### src/rtl/axi4_lite_master_bridge_if.sv
// AXI4-Lite master port bundle for the core bus bridge.
// Master modport drives addresses, data and VALID/READY toward the fabric.
interface axi4_lite_master_bridge_if #(
  parameter int ADDR_WIDTH = 32,
  parameter int DATA_WIDTH = 32
);
  localparam int STRB_WIDTH = DATA_WIDTH / 8;

  logic [ADDR_WIDTH-1:0] awaddr;
  logic [2:0]            awprot;
  logic                  awvalid;
  logic                  awready;
  logic [DATA_WIDTH-1:0] wdata;
  logic [STRB_WIDTH-1:0] wstrb;
  logic                  wvalid;
  logic                  wready;
  logic [1:0]            bresp;
  logic                  bvalid;
  logic                  bready;
  logic [ADDR_WIDTH-1:0] araddr;
  logic [2:0]            arprot;
  logic                  arvalid;
  logic                  arready;
  logic [DATA_WIDTH-1:0] rdata;
  logic [1:0]            rresp;
  logic                  rvalid;
  logic                  rready;

  modport master (
    output awaddr, awprot, awvalid,
    input  awready,
    output wdata, wstrb, wvalid,
    input  wready,
    input  bresp, bvalid,
    output bready,
    output araddr, arprot, arvalid,
    input  arready,
    input  rdata, rresp, rvalid,
    output rready
  );

  modport slave (
    input  awaddr, awprot, awvalid,
    output awready,
    input  wdata, wstrb, wvalid,
    output wready,
    output bresp, bvalid,
    input  bready,
    input  araddr, arprot, arvalid,
    output arready,
    output rdata, rresp, rvalid,
    input  rready
  );
endinterface

### src/rtl/axi4_lite_master_bridge.sv
// Core request port to AXI4-Lite master bridge.
// One outstanding transaction; all bus outputs come straight from flops.
module axi4_lite_master_bridge #(
  parameter int         ADDR_WIDTH = 32,
  parameter int         DATA_WIDTH = 32,
  parameter logic [2:0] AXI_PROT   = 3'b000
) (
  input  logic                    clk,
  input  logic                    rst_n,
  input  logic                    req_valid,
  output logic                    req_ready,
  input  logic                    req_write,
  input  logic [ADDR_WIDTH-1:0]   req_addr,
  input  logic [DATA_WIDTH-1:0]   req_wdata,
  input  logic [DATA_WIDTH/8-1:0] req_wstrb,
  output logic                    resp_valid,
  output logic [DATA_WIDTH-1:0]   resp_rdata,
  output logic                    resp_err,
  axi4_lite_master_bridge_if.master m_axi
);

  typedef enum logic [2:0] {
    IDLE,
    WRITE,
    WRESP,
    RADDR,
    RDATA,
    DONE
  } state_t;

  state_t                  state;
  logic [ADDR_WIDTH-1:0]   awaddr;
  logic [ADDR_WIDTH-1:0]   araddr;
  logic [DATA_WIDTH-1:0]   wdata;
  logic [DATA_WIDTH/8-1:0] wstrb;
  logic                    awvalid;
  logic                    wvalid;
  logic                    bready;
  logic                    arvalid;
  logic                    rready;
  logic                    aw_done;
  logic                    w_done;
  logic                    unused_resp;

  // A channel counts as finished if it already dropped VALID or handshakes now.
  assign aw_done = !awvalid || m_axi.awready;
  assign w_done  = !wvalid  || m_axi.wready;

  assign req_ready = (state == IDLE);

  assign m_axi.awaddr  = awaddr;
  assign m_axi.awprot  = AXI_PROT;
  assign m_axi.awvalid = awvalid;
  assign m_axi.wdata   = wdata;
  assign m_axi.wstrb   = wstrb;
  assign m_axi.wvalid  = wvalid;
  assign m_axi.bready  = bready;
  assign m_axi.araddr  = araddr;
  assign m_axi.arprot  = AXI_PROT;
  assign m_axi.arvalid = arvalid;
  assign m_axi.rready  = rready;

  assign unused_resp = m_axi.bresp[0] ^ m_axi.rresp[0];

  always_ff @(posedge clk or negedge rst_n) begin
    if (!rst_n) begin
      state      <= IDLE;
      awaddr     <= '0;
      araddr     <= '0;
      wdata      <= '0;
      wstrb      <= '0;
      awvalid    <= 1'b0;
      wvalid     <= 1'b0;
      bready     <= 1'b0;
      arvalid    <= 1'b0;
      rready     <= 1'b0;
      resp_valid <= 1'b0;
      resp_rdata <= '0;
      resp_err   <= 1'b0;
    end else begin
      resp_valid <= 1'b0;
      unique case (state)
        IDLE: begin
          if (req_valid) begin
            if (req_write) begin
              awaddr  <= req_addr;
              wdata   <= req_wdata;
              wstrb   <= req_wstrb;
              awvalid <= 1'b1;
              wvalid  <= 1'b1;
              state   <= WRITE;
            end else begin
              araddr  <= req_addr;
              arvalid <= 1'b1;
              state   <= RADDR;
            end
          end
        end
        WRITE: begin
          if (awvalid && m_axi.awready) awvalid <= 1'b0;
          if (wvalid && m_axi.wready)   wvalid  <= 1'b0;
          if (aw_done && w_done) begin
            bready <= 1'b1;
            state  <= WRESP;
          end
        end
        WRESP: begin
          if (m_axi.bvalid) begin
            bready     <= 1'b0;
            resp_err   <= m_axi.bresp[1];
            resp_valid <= 1'b1;
            state      <= DONE;
          end
        end
        RADDR: begin
          if (m_axi.arready) begin
            arvalid <= 1'b0;
            rready  <= 1'b1;
            state   <= RDATA;
          end
        end
        RDATA: begin
          if (m_axi.rvalid) begin
            rready     <= 1'b0;
            resp_rdata <= m_axi.rdata;
            resp_err   <= m_axi.rresp[1];
            resp_valid <= 1'b1;
            state      <= DONE;
          end
        end
        DONE: begin
          state <= IDLE;
        end
        default: begin
          state <= IDLE;
        end
      endcase
    end
  end

endmodule
### src/flat_wrapper.sv
// flat-port wrapper written by rule: the top's interface ports become plain ports
module axi4_lite_master_bridge_flat 
#(
  parameter int         ADDR_WIDTH = 32,
  parameter int         DATA_WIDTH = 32,
  parameter logic [2:0] AXI_PROT   = 3'b000
)
  (clk, rst_n, req_valid, req_ready, req_write, req_addr, req_wdata, req_wstrb, resp_valid, resp_rdata, resp_err, m_axi_awaddr, m_axi_awprot, m_axi_awvalid, m_axi_awready, m_axi_wdata, m_axi_wstrb, m_axi_wvalid, m_axi_wready, m_axi_bresp, m_axi_bvalid, m_axi_bready, m_axi_araddr, m_axi_arprot, m_axi_arvalid, m_axi_arready, m_axi_rdata, m_axi_rresp, m_axi_rvalid, m_axi_rready);
  axi4_lite_master_bridge_if #(.ADDR_WIDTH(ADDR_WIDTH), .DATA_WIDTH(DATA_WIDTH)) m_axi_i ();
  input  logic clk;
  input  logic rst_n;
  input  logic req_valid;
  output logic req_ready;
  input  logic req_write;
  input  logic [ADDR_WIDTH-1:0] req_addr;
  input  logic [DATA_WIDTH-1:0] req_wdata;
  input  logic [DATA_WIDTH/8-1:0] req_wstrb;
  output logic resp_valid;
  output logic [DATA_WIDTH-1:0] resp_rdata;
  output logic resp_err;
  output wire logic [$bits(m_axi_i.awaddr)-1:0] m_axi_awaddr;
  output wire logic [$bits(m_axi_i.awprot)-1:0] m_axi_awprot;
  output wire logic [$bits(m_axi_i.awvalid)-1:0] m_axi_awvalid;
  input wire logic [$bits(m_axi_i.awready)-1:0] m_axi_awready;
  output wire logic [$bits(m_axi_i.wdata)-1:0] m_axi_wdata;
  output wire logic [$bits(m_axi_i.wstrb)-1:0] m_axi_wstrb;
  output wire logic [$bits(m_axi_i.wvalid)-1:0] m_axi_wvalid;
  input wire logic [$bits(m_axi_i.wready)-1:0] m_axi_wready;
  input wire logic [$bits(m_axi_i.bresp)-1:0] m_axi_bresp;
  input wire logic [$bits(m_axi_i.bvalid)-1:0] m_axi_bvalid;
  output wire logic [$bits(m_axi_i.bready)-1:0] m_axi_bready;
  output wire logic [$bits(m_axi_i.araddr)-1:0] m_axi_araddr;
  output wire logic [$bits(m_axi_i.arprot)-1:0] m_axi_arprot;
  output wire logic [$bits(m_axi_i.arvalid)-1:0] m_axi_arvalid;
  input wire logic [$bits(m_axi_i.arready)-1:0] m_axi_arready;
  input wire logic [$bits(m_axi_i.rdata)-1:0] m_axi_rdata;
  input wire logic [$bits(m_axi_i.rresp)-1:0] m_axi_rresp;
  input wire logic [$bits(m_axi_i.rvalid)-1:0] m_axi_rvalid;
  output wire logic [$bits(m_axi_i.rready)-1:0] m_axi_rready;
  assign m_axi_awaddr = m_axi_i.awaddr;
  assign m_axi_awprot = m_axi_i.awprot;
  assign m_axi_awvalid = m_axi_i.awvalid;
  assign m_axi_i.awready = m_axi_awready;
  assign m_axi_wdata = m_axi_i.wdata;
  assign m_axi_wstrb = m_axi_i.wstrb;
  assign m_axi_wvalid = m_axi_i.wvalid;
  assign m_axi_i.wready = m_axi_wready;
  assign m_axi_i.bresp = m_axi_bresp;
  assign m_axi_i.bvalid = m_axi_bvalid;
  assign m_axi_bready = m_axi_i.bready;
  assign m_axi_araddr = m_axi_i.araddr;
  assign m_axi_arprot = m_axi_i.arprot;
  assign m_axi_arvalid = m_axi_i.arvalid;
  assign m_axi_i.arready = m_axi_arready;
  assign m_axi_i.rdata = m_axi_rdata;
  assign m_axi_i.rresp = m_axi_rresp;
  assign m_axi_i.rvalid = m_axi_rvalid;
  assign m_axi_rready = m_axi_i.rready;
  axi4_lite_master_bridge #(.ADDR_WIDTH(ADDR_WIDTH), .DATA_WIDTH(DATA_WIDTH), .AXI_PROT(AXI_PROT)) u_core (.clk(clk), .rst_n(rst_n), .req_valid(req_valid), .req_ready(req_ready), .req_write(req_write), .req_addr(req_addr), .req_wdata(req_wdata), .req_wstrb(req_wstrb), .resp_valid(resp_valid), .resp_rdata(resp_rdata), .resp_err(resp_err), .m_axi(m_axi_i));
endmodule
### config.mk
export PLATFORM = sky130hd
export DESIGN_NAME = axi4_lite_master_bridge_flat
export DESIGN_NICKNAME = d
export VERILOG_FILES = /design/src/rtl/axi4_lite_master_bridge_if.sv /design/src/rtl/axi4_lite_master_bridge.sv /design/src/flat_wrapper.sv
export SDC_FILE = /design/constraint.sdc
export NUM_CORES = 1
export LEC_CHECK = 0
export ABC_AREA = 1
export CORE_AREA = 2 2 160 84
export CTS_BUF_LIST = sky130_fd_sc_hd__clkbuf_8
export DETAILED_ROUTE_END_ITERATION = 6
export DIE_AREA = 0 0 162 86
export HOLD_SLACK_MARGIN = 0.03
export PLACE_DENSITY = 0.85
export SYNTH_ARGS = -nofsm -noshare
export SYNTH_HDL_FRONTEND = slang
export SYNTH_SLANG_ARGS = --single-unit
### constraint.sdc
create_clock -name clk -period 3.85 [get_ports clk]
set_input_delay 0.5775 -clock clk [delete_from_list [all_inputs] [get_ports clk]]
set_output_delay 0.5775 -clock clk [all_outputs]
set_load 0.01 [all_outputs]
==> impl_metrics.yaml, run 1 <==
detailed_routing:
  drc: 0
  postRouteAntennaNets: 0
  initialDrtViolationCount: 457
  vias: 4845
  drt-total-wl_mm: 15.1
  wire_per_inst_um: 14.6
  via_per_inst: 4.67
  firstDrtPassIters: 5
setup_path:
  reg2reg_to: "u_core.m_axi.awaddr[1]$_DFFE_PN0P_"
  crit_type: "reg2out"
  cp-start-kind: "flip-flop"
  worstPathMaxFanout: 38
  critical_path_required_ps: 3270
  crit_path_end_kind: "output port"
  reg2reg_from: "u_core.state[2]$_DFFE_PN0P_"
  path_buf_inv: 2
  reg2regPathDepth: 4
  crit_path_max_incr_delay_ps: 620
  cpMaxStageDelayCell: "clkdlybuf4s50_1"
  cp_top_family: "buffers and inverters"
  ff2ff_setup_slack_ps: 1470
  path_cells: "nor3_4 > buf_4 > clkdlybuf4s50_1"
  arrival_ps: 2260
finish:
  syn_to_final_growth_pct: 51.8
  n_fill_cell: 940
  fin_util_pct: 68.9
  drive_gt1_share_pct: 5.07
  layout_commonest_cell: "nand2_1"
  regArea_sq_mm: 0.00355
  multi_input_area_sq_mm: 0.00166
  layout.cells.most_common_list: "261 x nand2_1, 249 x clkdlybuf4s50_1, 142 x dfrtp_1, 46 x inv_1"
  finalNetCount: 968
  diodes: 0
clock_network:
  cts_tree: "built"
  post_cts_buffers: 0
  cts_buffers: 17
  path_clk_slew_ps: 90
  cts_resized: 0
  clock_latency_ps: 430
  ctsHoldBuffers: 0
  clockRootBuffer: "clkbuf_8"
  clk_path_buf_depth: 2
  htree_levels: 4
  clock_sinks: 142
yosys:
  avgSynthCellArea_sq_um: 9.12
  ys_seq_area_share_pct: 63.1
  yosysUniqueCellTypes: 21
  synth_top_area_share_pct: 63.1
  synth_seq_cells: 142
  syn_inst: 617
  synthTopCellsByArea: "dfrtp_1 63%, nand2_1 17%, nand3_1 3.8%"
  yosysTopAreaCell: "dfrtp_1"
  yosysWarnings: 0
  netlist_area_sq_mm: 0.00563
sta:
  hold_viol: 0
  final.setup.tns_ps: 0
  period_needed_ps: 2840
  skew_ps: 13.0
  rsz0062_at_grt: "false"
  setup_viol: 0
  fmax_mhz: 353
  setup_ws_ps: 1010
  tightest_slew_ps: 991
  relSlewSlack_pct: 33.9
  period_share_pct: 73.7
  drv_slew: 0
placement:
  dp_slack_ps: 1210
  port_buffers: 250
  globalplace.congestion: 0.820
  hpwl_mm: 10.7
status:
  status: "complete, no violations"
power_and_ir_drop:
  power.static_leakage_nw: 4.20
  ir_worst_vdd_mv: 0.409
  pwr_density_cell_mw_per_mm2: 783
grt:
  grt_overflow: 0
  track_usage_pct: 22.3
  antenna_found_initial: 0
  grt_start_max_net_pins: 109
  grt_pass1_vias: 4675
  grt_pass1_wl_mm: 24.2
die:
  rows: 29
  io_pins: 259
  initial_core_util_pct: 45.4
  dieWidth_um: 162
  core-area_sq_mm: 0.0124
  dieArea_sq_mm: 0.0139
  die_y_um: 86
worst_hold_path:
  hold_path_class: "in2async"
run:
  maxCapViolCount: 0
-- logic make-up (layout without fill, tap and decap cells) --
family / count (synthesis) / after routing / share of synthesized area [%]
AND/OR/NAND/NOR: 315 / 315 / 22.4
AO/OA/AOI/OAI: 71 / 71 / 6.40
other: 1 / 6 / 0.0666
flip-flops: 142 / 142 / 63.1
buffers and inverters: 88 / 334 / 7.98
-- registers in the layout (all words and copies together), names as in the netlist, 3 cells and up --
name,count
u_core.state,3
u_core.m_axi.awaddr,32
u_core.resp_rdata,32
u_core.m_axi.araddr,32
u_core.m_axi.wstrb,4
u_core.m_axi.wdata,32
-- worst reg2reg max path: cells and delay by family, from the launching register on --
family	cells	cell delay, ps
buffers and inverters	1	410
and+or+nand+nor	2	890
DFF	1	520
AOI/OAI and AO/OA	1	460
-- report_power, final --
group / internal [W] / total [W] / switching [W]
clock: 0.000606 / 0.00120 / 0.000598
sequential: 0.00217 / 0.00258 / 0.000405
combinational: 0.00157 / 0.00291 / 0.00134
-- cell usage after synthesis --
library cell  instances
nand3b_1              1
nand3_2               1
inv_2                 1
nor2_1                6
a21boi_0              1
conb_1                1
a21oi_1               2
buf_6                 8
buf_4                11
o21ai_0              25
inv_1                46
nor3_4                1
clkbuf_1              7
buf_1                 1
dfrtp_1             142
nand3_1              43
nand2_1             262
o21ai_1              42
o31ai_1               1
nor2_2                1
buf_2                14
-- how the worst max path moves through the flow --
stage / startpoint / endpoint / depth (start not counted)
after floorplan: u_core.state[2]$_DFFE_PN0P_ / req_ready / 4
after global placement: m_axi_rvalid / u_core.resp_rdata[23]$_DFFE_PN0P_ / 5
after detailed placement: m_axi_rvalid / u_core.resp_rdata[0]$_DFFE_PN0P_ / 5
after CTS: u_core.state[2]$_DFFE_PN0P_ / req_ready / 3
after global routing: u_core.state[2]$_DFFE_PN0P_ / req_ready / 3
final: u_core.state[2]$_DFFE_PN0P_ / req_ready / 3
-- metrics by stage --
step | instances | power [W] | cell area [sq um] | hold WS, ps
floorplan | 622 | 0.00380 | 5650 | 282
global placement | 1006 | 0.00545 | 8140 | 453
detailed placement | 1006 | 0.00553 | 8140 | 458
CTS | 1038 | 0.00676 | 8540 | 295
global route | 1038 | 0.00715 | 8540 | 351
finish | 1038 | 0.00669 | 8540 | 255
-- final cells by class --
| type | count | area share, % |
|---|---|---|
| well taps | 170 | 2.49 |
| clock inverters | 14 | 1.83 |
| repair buffers | 255 | 29.7 |
| clock buffers | 18 | 2.90 |
| multi-input cells | 392 | 19.4 |
| flip-flops and latches | 142 | 41.6 |
| inverters | 47 | 2.06 |
-- routing by layer --
metal / vias up / share of wire [%] / global-route usage, %
met3: 7 / 10 / 8.27
met4: 0 / 0.46 / 4.59
met2: 166 / 47 / 35.0
met5: - / 0 / 0
li1: 2385 / - / -
met1: 2287 / 43 / 30.1
(Power assumes the default switching activity.)
==> inputs of run 2 (changes only) <==
--- a/config.mk
+++ b/config.mk
@@ -6,12 +6,12 @@
 export NUM_CORES = 1
 export LEC_CHECK = 0
 export ABC_AREA = 1
-export CORE_AREA = 2 2 160 84
+export CORE_AREA = 2 2 173 90
 export CTS_BUF_LIST = sky130_fd_sc_hd__clkbuf_8
 export DETAILED_ROUTE_END_ITERATION = 6
-export DIE_AREA = 0 0 162 86
+export DIE_AREA = 0 0 175 92
 export HOLD_SLACK_MARGIN = 0.03
-export PLACE_DENSITY = 0.85
+export PLACE_DENSITY = 0.78
 export SYNTH_ARGS = -nofsm -noshare
 export SYNTH_HDL_FRONTEND = slang
 export SYNTH_SLANG_ARGS = --single-unit
==> constraint.sdc (replaced) <==
create_clock -name clk -period 2.5 [get_ports clk]
set_input_delay 0.375 -clock clk [delete_from_list [all_inputs] [get_ports clk]]
set_output_delay 0.375 -clock clk [all_outputs]
set_load 0.01 [all_outputs]
==> run 2 against run 1 <==
  * Register-to-register slack worse by 810 ps
  * Core utilization is 11 points lower
  * Critical path depth shrank 1
  * Final area grew 1.2%
  * Cell count increased by 3.8%
  * Largest cell class unchanged
  * Largest power group unchanged
==> impl_metrics.yaml, run 2 (synthesis results as in run 1) <==
finish:
  finalNetCount: 974
  final_cell_area_sq_mm: 0.00864
  layout_commonest_cell: "nand2_1"
  diodes: 0
  syn_to_final_growth_pct: 53.6
  fin_cells: 1077
  drive_gt1_share_pct: 5.38
  layout.cells.most_common_list: "261 x nand2_1, 249 x clkdlybuf4s50_1, 142 x dfrtp_1, 47 x inv_1"
  fin_util_pct: 58.2
setup_path:
  cp-start-kind: "flip-flop"
  critical_path_required_ps: 2120
  worstPathMaxFanout: 8
  crit_path_end_kind: "output port"
  arrival_ps: 1990
  crit_type: "reg2out"
placement:
  port_buffers: 250
  placed_cells: 1045
  hpwl_mm: 10.6
  placed_cell_area_sq_mm: 0.00827
  globalplace.congestion: 0.756
die:
  core-area_sq_mm: 0.0149
  io_pins: 259
  dieWidth_um: 175
  rows: 32
  initial_core_util_pct: 37.9
  die_y_um: 92
  dieArea_sq_mm: 0.0161
status:
  status: "complete, no violations"
power_and_ir_drop:
  clockPowerShare_pct: 16.7
  combPwrFrac_pct: 44.4
  power.static_leakage_nw: 4.23
  seq_power_share_pct: 38.8
  switchingPower_w: 0.00354
  pwr_density_cell_mw_per_mm2: 1180
  ir_worst_vdd_mv: 0.568
  p_int_w: 0.00662
  sw_frac_of_total_pct: 34.8
sta:
  tightest_slew_ps: 515
  rsz0062_at_grt: "false"
  period_share_pct: 94.7
  drv_slew: 0
  skew_ps: 13.1
  timing.hold.ws_ps: 345
  period_needed_ps: 2370
  setup_viol: 0
  final.setup.tns_ps: 0
  relSlewSlack_pct: 65.6
  fmax_mhz: 422
  hold_viol: 0
detailed_routing:
  vias: 4764
  firstDrtPassIters: 4
  initialDrtViolationCount: 246
  postRouteAntennaNets: 0
  drc: 0
  drt-total-wl_mm: 14.9
  via_per_inst: 4.42
  wire_per_inst_um: 13.8
grt:
  grt_overflow: 0
  grt_pass1_wl_mm: 24.0
  grt_pass1_vias: 4686
  track_usage_pct: 19.1
  antenna_found_initial: 0
  grt_start_max_net_pins: 67
clock_network:
  clock_sinks: 142
  clockRootBuffer: "clkbuf_8"
  post_cts_buffers: 0
  cts_tree: "built"
  path_clk_slew_ps: 90
  ctsHoldBuffers: 1
  htree_levels: 4
  cts_resized: 0
  cts_buffers: 17
  clk_path_buf_depth: 2
  clock_latency_ps: 420
run:
  maxCapViolCount: 0
worst_hold_path:
  hold_path_class: "in2async"
-- run 2: changes by cell type in the layout (fill, tap and decap cells not counted), sizes merged --
| cell | delta |
|---|---|
| buf | +5 |
| bufinv | -1 |
| clkinv | -1 |
| clkinvlp | +2 |
| dlygate4sd3 | +1 |
| inv | -1 |
-- run 2: power by group through the flow --
stage | logic [W] | registers [W] | clock network (W)
after detailed placement | 0.00458 | 0.00397 | 0
after floorplan | 0.00145 | 0.00440 | 0
after global placement | 0.00450 | 0.00394 | 0
after global routing | 0.00498 | 0.00409 | 0.00188
final | 0.00452 | 0.00395 | 0.00170
after CTS | 0.00459 | 0.00395 | 0.00177
-- run 2: cell type report --
type	count	area, sq um
Clock buffer	18	248
Timing Repair Buffer	261	2640
Inverter	47	176
Sequential cell	142	3550
Multi-Input combinational cell	392	1660
Fill cell	1309	6210
Clock inverter	13	115
Tap cell	204	255
-- run 2: path summary, 6_finish.rpt --
| kind | from | to | slack [ps] | depth (start not counted) |
|---|---|---|---|---|
| min in group clk | u_core.m_axi.wdata[8]$_DFFE_PN0P_ | u_core.m_axi.wdata[8]$_DFFE_PN0P_ | 470 | 2 |
| worst max-delay path | u_core.state[1]$_DFFE_PN0P_ | req_ready | 130 | 2 |
| worst min-delay path | rst_n | u_core.m_axi.araddr[2]$_DFFE_PN0P_ | 350 | 2 |
| worst max register to register | u_core.state[1]$_DFFE_PN0P_ | u_core.m_axi.awaddr[13]$_DFFE_PN0P_ | 660 | 5 |
| max in group asynchronous | rst_n | u_core.m_axi.araddr[27]$_DFFE_PN0P_ | 1540 | 3 |
| worst min register to register | u_core.m_axi.wdata[8]$_DFFE_PN0P_ | u_core.m_axi.wdata[8]$_DFFE_PN0P_ | 470 | 2 |
-- run 2: metrics by stage --
stage	power [W]	setup WS, ps
finish	0.0102	132
detailed placement	0.00855	548
floorplan	0.00585	1090
global route	0.0109	1.64
global placement	0.00844	563
CTS	0.0103	65.8
-- run 2: layer usage --
metal	track usage [%]	vias to the layer above	wire length [um]
li1	-	2385	-
met1	24.9	2205	6850
met2	29.1	166	6470
met3	9.04	8	1490
met4	3.75	0	74
met5	0	-	0
-- run 2: critical path, cell delays in order (launching register included) --
cell and delay [ps]:
dfrtp_1 500, nor3_4 430, clkdlybuf4s50_1 650
==> inputs of run 3 (changes only) <==
--- a/config.mk
+++ b/config.mk
@@ -6,12 +6,13 @@
 export NUM_CORES = 1
 export LEC_CHECK = 0
 export ABC_AREA = 1
-export CORE_AREA = 2 2 173 90
+export CORE_AREA = 2 2 204 106
 export CTS_BUF_LIST = sky130_fd_sc_hd__clkbuf_8
+export CTS_CLUSTER_SIZE = 28
 export DETAILED_ROUTE_END_ITERATION = 6
-export DIE_AREA = 0 0 175 92
+export DIE_AREA = 0 0 206 108
 export HOLD_SLACK_MARGIN = 0.03
-export PLACE_DENSITY = 0.78
+export PLACE_DENSITY = 0.58
 export SYNTH_ARGS = -nofsm -noshare
 export SYNTH_HDL_FRONTEND = slang
 export SYNTH_SLANG_ARGS = --single-unit
==> run 3 against run 2 <==
  * Fmax increased by 0.14%
  * Cell count increased by 6.2%
  * Sequential power about the same
  * Register-to-register slack improved by 130 ps
  * Core utilization decreased by 15 points
  * Critical path depth unchanged
  * Routed wire length increased by 9.5%
  * Die area increased by 38%
  * Clock power increased by 29%
  * Sequential share of layout area decreased by 0.88 points
==> impl_metrics.yaml, run 3 (synthesis results as in run 1) <==
power_and_ir_drop:
  ir_worst_vdd_mv: 0.384
  pwr_density_cell_mw_per_mm2: 1210
  total_power_w: 0.0107
  power.static_leakage_nw: 4.28
detailed_routing:
  drc: 0
  wire_per_inst_um: 14.2
  vias: 4760
  postRouteAntennaNets: 0
  firstDrtPassIters: 4
  initialDrtViolationCount: 291
  drt-total-wl_mm: 16.3
  via_per_inst: 4.16
placement:
  hpwl_mm: 11.6
  placed_cells: 1112
  port_buffers: 250
  globalplace.congestion: 0.770
sta:
  hold_viol: 0
  relSlewSlack_pct: 63.9
  period_needed_ps: 2360
  final.setup.tns_ps: 0
  drv_slew: 0
  fmax_mhz: 423
  timing.hold.ws_ps: 456
  skew_ps: 9.16
  tightest_slew_ps: 542
  setup_viol: 0
  rsz0062_at_grt: "false"
  period_share_pct: 94.6
setup_path:
  cpMaxStageDelayCell: "clkdlybuf4s50_1"
  arrival_ps: 1990
  critical_path_required_ps: 2120
  crit_path_end_kind: "output port"
  worstPathMaxFanout: 10
  cp_top_family: "buffers and inverters"
  path_cells: "nor3_4 > clkdlybuf4s50_1"
  crit_type: "reg2out"
  crit_path_max_incr_delay_ps: 640
  cp-start-kind: "flip-flop"
  path_buf_inv: 1
grt:
  grt_start_max_net_pins: 66
  grt_pass1_wl_mm: 25.2
  grt_pass1_vias: 4715
  antenna_found_initial: 0
  track_usage_pct: 14.8
  grt_overflow: 0
die:
  die_y_um: 108
  io_pins: 259
  core-area_sq_mm: 0.0203
  rows: 37
  initial_core_util_pct: 27.8
  dieWidth_um: 206
  dieArea_sq_mm: 0.0222
clock_network:
  clock_latency_ps: 440
  clk_path_buf_depth: 2
  clock_sinks: 142
  cts_resized: 0
  ctsHoldBuffers: 1
  cts_tree: "built"
  htree_levels: 4
  clockRootBuffer: "clkbuf_8"
  cts_buffers: 17
  path_clk_slew_ps: 80
  post_cts_buffers: 0
finish:
  layout_commonest_cell: "nand2_1"
  drive_gt1_share_pct: 5.17
  regArea_sq_mm: 0.00355
  syn_to_final_growth_pct: 56.9
  layout.cells.most_common_list: "261 x nand2_1, 249 x clkdlybuf4s50_1, 142 x dfrtp_1, 47 x inv_1"
  finalNetCount: 972
  fin_cells: 1144
  multi_input_area_sq_mm: 0.00166
  n_fill_cell: 1939
  diodes: 0
worst_hold_path:
  hold_path_class: "in2reg"
status:
  status: "complete, no violations"
run:
  maxCapViolCount: 0
## run 3: cell count changes in the layout (fill, tap and decap cells not counted), sizes merged
cell,delta
buf,-2
inv,-3
bufinv,+5
clkinvlp,-2
## run 3: stage by stage
stage	utilization, %	area, sq um	worst slack (ps)
floorplan	-	5650	1090
global placement	41.2	8350	558
detailed placement	41.2	8350	572
CTS	43.6	8830	68.8
global route	43.6	8830	42.9
finish	43.6	8830	135
## run 3: report_power, final
| part | switching (W) | internal (W) |
|---|---|---|
| clock network | 0.000889 | 0.00130 |
| logic | 0.00208 | 0.00246 |
| registers | 0.000603 | 0.00334 |
## run 3: tightest hold or removal path: cells and delay by family
family / cells / cell delay [ps]
buf+inv: 1 / 390
simple gates: 2 / 100
## run 3: worst paths after layout
path	startpoint	endpoint	slack [ps]	cells past startpoint
min in group asynchronous	rst_n	u_core.m_axi.awaddr[16]$_DFFE_PN0P_	480	2
hold reg to reg	u_core.m_axi.wdata[14]$_DFFE_PN0P_	u_core.m_axi.wdata[14]$_DFFE_PN0P_	470	2
setup reg to reg	u_core.state[2]$_DFFE_PN0P_	u_core.m_axi.awaddr[8]$_DFFE_PN0P_	790	5
setup / recovery	u_core.state[2]$_DFFE_PN0P_	req_ready	140	2
hold / removal	m_axi_rdata[15]	u_core.resp_rdata[15]$_DFFE_PN0P_	460	3
max in group asynchronous	rst_n	u_core.resp_rdata[17]$_DFFE_PN0P_	1360	3
## run 3: layout make-up
type	count	share of cell area (%)
Sequential cell	142	40.2
Timing Repair Buffer	259	29.8
Multi-Input combinational cell	392	18.8
Tap cell	273	3.87
Clock buffer	18	2.80
Clock inverter	13	2.49
Inverter	47	2.00
## run 3: per-layer routing
| layer | track usage [%] | part of all wire (%) |
|---|---|---|
| met5 | 0 | 0 |
| met4 | 6.43 | 2.1 |
| met3 | 3.16 | 3.4 |
| met2 | 25.6 | 52 |
| met1 | 17.9 | 43 |
